===== src/rtl/mmu_resp_pkg.sv =====
// Shared types and constants for the mmu_resp memory-side responder.
package mmu_resp_pkg;

    localparam int DEF_ADDR_W = 32;
    localparam int DEF_DATA_W = 32;

    typedef enum logic {
        ST_IDLE = 1'b0,
        ST_REQ  = 1'b1
    } state_t;

    // Slot indices double as bit positions in the pending vector.
    localparam logic [1:0] SLOT_I = 2'd0;
    localparam logic [1:0] SLOT_D = 2'd1;
    localparam logic [1:0] SLOT_W = 2'd2;

    function automatic logic [2:0] slot_mask(input logic [1:0] slot);
        return 3'b001 << slot;
    endfunction

endpackage


===== src/rtl/mmu_resp_arb.sv =====
// Grant selection for mmu_resp: W first, then D/I (fixed D>I, or alternating
// D/I when MMU_RESP_ROUND_ROBIN_EN is defined).
module mmu_resp_arb
    import mmu_resp_pkg::*;
(
`ifdef MMU_RESP_ROUND_ROBIN_EN
    input  logic       clk,
    input  logic       rst_n,
    input  logic       rd_ack,
    input  logic [1:0] ack_slot,
`endif
    input  logic [2:0] pend,
    output logic       gnt_valid,
    output logic [1:0] gnt_slot
);

    logic prefer_i;

`ifdef MMU_RESP_ROUND_ROBIN_EN
    // Set when D was the last read served, so I wins the next D/I tie.
    logic last_d;

    always_ff @(posedge clk or negedge rst_n) begin
        if (!rst_n) begin
            last_d <= 1'b0;
        end else if (rd_ack) begin
            last_d <= (ack_slot == SLOT_D);
        end
    end

    assign prefer_i = last_d;
`else
    assign prefer_i = 1'b0;
`endif

    always_comb begin
        gnt_valid = |pend;
        gnt_slot  = SLOT_I;
        if (pend[SLOT_W]) begin
            gnt_slot = SLOT_W;
        end else if (pend[SLOT_D] && pend[SLOT_I]) begin
            gnt_slot = prefer_i ? SLOT_I : SLOT_D;
        end else if (pend[SLOT_D]) begin
            gnt_slot = SLOT_D;
        end
    end

endmodule


===== src/rtl/mmu_resp.sv =====
// Memory-side responder: captures I/D/W requests and serialises them onto one
// req/ack backend port. Optional feature macro: MMU_RESP_ROUND_ROBIN_EN.
module mmu_resp
    import mmu_resp_pkg::*;
#(
    parameter int ADDR_W = DEF_ADDR_W,
    parameter int DATA_W = DEF_DATA_W
) (
    input  logic              CLK,
    input  logic              RST,
    input  logic              INST_RDEN,
    input  logic [ADDR_W-1:0] INST_RIADDR,
    output logic [ADDR_W-1:0] INST_ROADDR,
    output logic              INST_RVALID,
    output logic [DATA_W-1:0] INST_RDATA,
    input  logic              DATA_RDEN,
    input  logic [ADDR_W-1:0] DATA_RIADDR,
    output logic [ADDR_W-1:0] DATA_ROADDR,
    output logic              DATA_RVALID,
    output logic [DATA_W-1:0] DATA_RDATA,
    input  logic              DATA_WREN,
    input  logic [ADDR_W-1:0] DATA_WADDR,
    input  logic [DATA_W-1:0] DATA_WDATA,
    output logic              MEM_WAIT,
    output logic              MEM_REQ,
    output logic              MEM_WE,
    output logic [ADDR_W-1:0] MEM_ADDR,
    output logic [DATA_W-1:0] MEM_WDATA,
    input  logic              MEM_ACK,
    input  logic [DATA_W-1:0] MEM_RDATA
);

    state_t            state;
    state_t            state_next;
    logic [2:0]        pend;
    logic [ADDR_W-1:0] i_addr;
    logic [ADDR_W-1:0] d_addr;
    logic [ADDR_W-1:0] w_addr;
    logic [DATA_W-1:0] w_data;
    logic [1:0]        cur_slot;
    logic [2:0]        arb_pend;
    logic              gnt_valid;
    logic [1:0]        gnt_slot;
    logic              load;
    logic              done;

    assign MEM_WAIT = |pend;
    assign MEM_REQ  = (state == ST_REQ);

    // The slot being acked this cycle must not be re-granted back-to-back.
    assign arb_pend = pend & ~((state == ST_REQ) ? slot_mask(cur_slot) : 3'b000);

    mmu_resp_arb u_arb (
`ifdef MMU_RESP_ROUND_ROBIN_EN
        .clk       (CLK),
        .rst_n     (RST),
        .rd_ack    (done && (cur_slot != SLOT_W)),
        .ack_slot  (cur_slot),
`endif
        .pend      (arb_pend),
        .gnt_valid (gnt_valid),
        .gnt_slot  (gnt_slot)
    );

    always_ff @(posedge CLK or negedge RST) begin
        if (!RST) begin
            state <= ST_IDLE;
        end else begin
            state <= state_next;
        end
    end

    always_comb begin
        state_next = state;
        load       = 1'b0;
        done       = 1'b0;
        case (state)
            ST_IDLE: begin
                if (gnt_valid) begin
                    load       = 1'b1;
                    state_next = ST_REQ;
                end
            end
            ST_REQ: begin
                if (MEM_ACK) begin
                    done = 1'b1;
                    if (gnt_valid) begin
                        load = 1'b1;
                    end else begin
                        state_next = ST_IDLE;
                    end
                end
            end
            default: state_next = ST_IDLE;
        endcase
    end

    // MEM_WAIT low implies all slots empty and IDLE, so capture and clear never collide.
    always_ff @(posedge CLK or negedge RST) begin
        if (!RST) begin
            pend   <= 3'b000;
            i_addr <= '0;
            d_addr <= '0;
            w_addr <= '0;
            w_data <= '0;
        end else if (!MEM_WAIT) begin
            pend <= {DATA_WREN, DATA_RDEN, INST_RDEN};
            if (INST_RDEN) i_addr <= INST_RIADDR;
            if (DATA_RDEN) d_addr <= DATA_RIADDR;
            if (DATA_WREN) begin
                w_addr <= DATA_WADDR;
                w_data <= DATA_WDATA;
            end
        end else if (done) begin
            pend <= pend & ~slot_mask(cur_slot);
        end
    end

    always_ff @(posedge CLK or negedge RST) begin
        if (!RST) begin
            cur_slot  <= SLOT_I;
            MEM_WE    <= 1'b0;
            MEM_ADDR  <= '0;
            MEM_WDATA <= '0;
        end else if (load) begin
            cur_slot <= gnt_slot;
            MEM_WE   <= (gnt_slot == SLOT_W);
            case (gnt_slot)
                SLOT_W:  MEM_ADDR <= w_addr;
                SLOT_D:  MEM_ADDR <= d_addr;
                default: MEM_ADDR <= i_addr;
            endcase
            MEM_WDATA <= (gnt_slot == SLOT_W) ? w_data : '0;
        end
    end

    always_ff @(posedge CLK or negedge RST) begin
        if (!RST) begin
            INST_RVALID <= 1'b0;
            INST_ROADDR <= '0;
            INST_RDATA  <= '0;
            DATA_RVALID <= 1'b0;
            DATA_ROADDR <= '0;
            DATA_RDATA  <= '0;
        end else begin
            INST_RVALID <= 1'b0;
            DATA_RVALID <= 1'b0;
            if (done && (cur_slot == SLOT_I)) begin
                INST_RVALID <= 1'b1;
                INST_ROADDR <= i_addr;
                INST_RDATA  <= MEM_RDATA;
            end
            if (done && (cur_slot == SLOT_D)) begin
                DATA_RVALID <= 1'b1;
                DATA_ROADDR <= d_addr;
                DATA_RDATA  <= MEM_RDATA;
            end
        end
    end

endmodule


===== config.mk =====
export PLATFORM = sky130hd
export DESIGN_NAME = mmu_resp
export DESIGN_NICKNAME = d
export VERILOG_FILES = /design/src/rtl/mmu_resp_pkg.sv /design/src/rtl/mmu_resp_arb.sv /design/src/rtl/mmu_resp.sv
export SDC_FILE = /design/constraint.sdc
export NUM_CORES = 1
export LEC_CHECK = 0
export ABC_AREA = 1
export CORE_ASPECT_RATIO = 1.75
export CORE_MARGIN = 2
export CORE_UTILIZATION = 40
export CTS_BUF_LIST = sky130_fd_sc_hd__clkbuf_4 sky130_fd_sc_hd__clkbuf_8
export DETAILED_ROUTE_END_ITERATION = 6
export PLACE_DENSITY = 0.76
export SLEW_MARGIN = 20
export SYNTH_ARGS = -nofsm -noshare
export SYNTH_HDL_FRONTEND = slang
export SYNTH_SLANG_ARGS = --single-unit

===== constraint.sdc =====
create_clock -name CLK -period 1.3 [get_ports CLK]
set_input_delay 0.195 -clock CLK [delete_from_list [all_inputs] [get_ports CLK]]
set_output_delay 0.195 -clock CLK [all_outputs]
set_load 0.005 [all_outputs]

==> metrics.md <==
| Metric | Value |
|---|---|
| Grt ovf | `0` |
| PortBufs | `362` |
| DR vias | `11270` |
| Gpl congestion | `0.8829` |
| Setup TNS | `-64.88 ns` |
| Critical path's top delay family | `buffers and inverters` |
| Placeable Area | `0.03164 mm2` |
| Crit-path cells | `inv_2, nand3_1, buf_4, nor2_4, inv_8, buf_16, o21ai_0` |
| Count of final hold-check violations | `0` |
| Maximum vdd drop | `1.433 mV` |
| Clock tree from TritonCTS | `built` |
| PnR worst setup slack | `-0.3182 ns` |
| Syn avg cell area | `10.03 um2` |
| Detail Route Antenna Nets | `0` |
| Post-synthesis cell area | `0.01287 mm2` |
| DR WL/cell | `20.61 um` |
| Failing checks | `setup timing` |
| Vias in the first global route | `11380` |
| Commonest cells in the netlist | `nand2_1, dfrtp_1, nand3_1` |
| Synth top area share | `63.96%` |
| Post-Route WL | `46.24 mm` |
| Critical Path Sink Type | `register` |
| H-tree depth | `2` |
| Synth Net Count | `1449` |
| Bufs and invs on worst path | `4` |
| CP max stage cell | `dfrtp_1` |
| Synth Instances | `1283` |
| Static leakage | `0.01017 uW` |
| Number of CTS-inserted buffers | `47` |
| Worst slew pin tran | `0.3514 ns` |
| Via density | `5.021` |
| Fmax | `618.0 MHz` |
| Critical R2R Launch | `cur_slot[0]$_DFFE_PN0P_` |
| DR DRC count | `0` |
| Initial Util | `40.69%` |
| Synth Flop Type | `dfrtp_1` |
| P&R area growth vs syn | `53.71%` |
| Fin nets | `1974` |
| Yosys warning count | `0` |
| Number of synthesized register bits | `329` |
| Root Driver | `clkbuf_8` |
| Outcome | `finished with violations` |
| Pin count of the biggest net entering global routing | `70` |
| Clock-pin slew on the worst setup and hold paths | `0.07 ns` |
| # rows | `86` |
| Sequential fraction of the synthesis area | `63.96%` |
| Crit start category | `register` |
| Layout cells sized above 1 | `36.20%` |
| Max FO, Critical Path | `18` |
| First-pass GRT wire length | `62.54 mm` |
| Top-count cell post-synth | `nand2_1` |
| Post-DP HPWL | `27.89 mm` |
| Slew HR | `76.57%` |
| Global Route Usage Sum | `24.00%` |
| CP Data Arrival Time | `2.10 ns` |
| Clk_lat worst skew | `0.59 ns` |
| Post-synth cell types | `17` |
| Starting DRT DRC Count | `621` |
| Clk_skew | `0.01694 ns` |
| CTS sink count | `329` |
| Number of synthesized flops with an enable pin | `0` |
| WS Path Type | `reg2reg` |
| Synth area leader | `dfrtp_1` |
| Die Wd | `139.6 um` |
| Pre-CTS WS | `-0.4145 ns` |
| Critical path origin | `cur_slot[0]$_DFFE_PN0P_` |
| Final Setup Violations | `383` |
| IO Pins | `363` |
| Area contributors post-synth | `dfrtp_1, nand2_1, mux2_2` |
| MaxCap Viol Count | `0` |
| DR pass1 iterations | `5` |
| Fin crit period | `1.618 ns` |
| Critical Path Max Stage Delay | `0.43 ns` |
| Fin. max-slew vios | `0` |
| Worst endpoint required time | `1.78 ns` |
| Synth async-reset ratio | `100.0%` |
| Final period util | `124.5%` |
| Die ar. | `0.03369 mm2` |
| RSZ-0062 raised after global routing | `true` |
| Initial antenna violation count | `8` |
| HP Class | `in2async` |
| PD cells | `2567 mW/mm2` |
| Maximum root-to-sink buffer count | `3` |
| Die Height | `241.3 um` |
cells by family (layout without fill, tap and decap cells):
logic type	after synthesis	after routing	share of synthesized area [%]
buffers and inverters	153	710	4.851
and+or+nand+nor	569	569	17.69
DFF	329	329	63.96
AOI/OAI and AO/OA	140	140	5.444
other	0	8	0
muxes	92	92	8.049
cells in the final DEF (no fill, tap or decap), types with 3 or more instances in the layout:
cell and count:
buf_6 45, nor2_4 5, clkbuf_4 14, nand2_1 400, a21oi_1 35, nand2_2 17
nand3_2 50, o21ai_1 36, clkdlybuf4s50_1 164, inv_2 3, dfrtp_1 328, buf_12 31
buf_8 4, nand3_4 9, clkbuf_16 18, mux2_2 92, o21ai_0 60, inv_8 3
nor2_1 32, clkbuf_8 59, diode_2 8, inv_1 72, buf_4 104, clkinv_2 6
o21ai_2 6, nand3_1 46, nand2_4 6, buf_16 7, buf_2 174
flip-flops by register name, indices dropped and copies added (netlist names):
register	cells
DATA_ROADDR	32
DATA_RVALID	1
MEM_WE	1
MEM_ADDR	32
INST_ROADDR	32
w_addr	32
DATA_RDATA	32
MEM_REQ	1
pend	3
INST_RVALID	1
cur_slot	2
w_data	32
i_addr	32
d_addr	32
INST_RDATA	32
MEM_WDATA	32
repair_timing:
item                                   in CTS  in global routing
setup endpoints to repair                 513                522
endpoints found under the hold margin     329                  0
setup buffers                              75                 19
pin swaps                                  10                 30
gates cloned                                5                 27
hold buffers                                1                  0
resized for setup                         877                148
final cells by class:
class / count / area, um2
inverter: 80 / 334.1
multi-input combinational: 801 / 4571
sequential: 329 / 8234
timing repair buffer: 548 / 5134
antenna: 8 / 20.02
clock inverter: 8 / 67.56
tap: 396 / 495.5
timing repair inverter: 1 / 11.26
clock buffer: 73 / 917.1
fill: 2557 / 11850
path summary, 6_finish.rpt:
path	slack, ns	endpoint	cells past startpoint
worst max-delay path	-0.32	INST_RDATA[10]$_DFFE_PN0P_	7
worst min-delay path	0.06	DATA_ROADDR[16]$_DFFE_PN0P_	2
worst max register to register	-0.32	INST_RDATA[10]$_DFFE_PN0P_	7
min in group CLK	0.18	INST_RDATA[15]$_DFFE_PN0P_	3
worst min register to register	0.47	MEM_WDATA[18]$_DFFE_PN0P_	2
max in group asynchronous	0.57	INST_RDATA[10]$_DFFE_PN0P_	3
layer usage:
| layer | vias up | routed length [um] | track usage (%) |
|---|---|---|---|
| li1 | 5166 | - | - |
| met1 | 5457 | 15790 | 25.86 |
| met2 | 497 | 24520 | 43.58 |
| met3 | 146 | 2945 | 4.329 |
| met4 | 2 | 2965 | 14.88 |
| met5 | - | 13 | 0 |
per-stage QoR:
step / utilization, % / instances / area, um2 / power [uW] / hold slack [ns]
floorplan: - / 1283 / 12960 / 26720 / -0.1006
global placement: 55.41 / 2033 / 17530 / 37090 / 0.08339
detailed placement: 55.41 / 2033 / 17530 / 37790 / 0.07983
CTS: 58.82 / 2194 / 18610 / 47350 / 0.03827
global route: 62.53 / 2243 / 19780 / 53890 / 0.06009
finish: 62.54 / 2244 / 19780 / 50780 / 0.05716
report_power, final:
group	switching (uW)	internal, uW	leakage, uW	total, uW
combinational	11900	12100	0.00565	24000
sequential	3120	15100	0.00399	18200
clock	3900	4670	0.000526	8570
total	18900	31900	0.0102	50800
No activity file was read; power rests on OpenSTA's default activity.
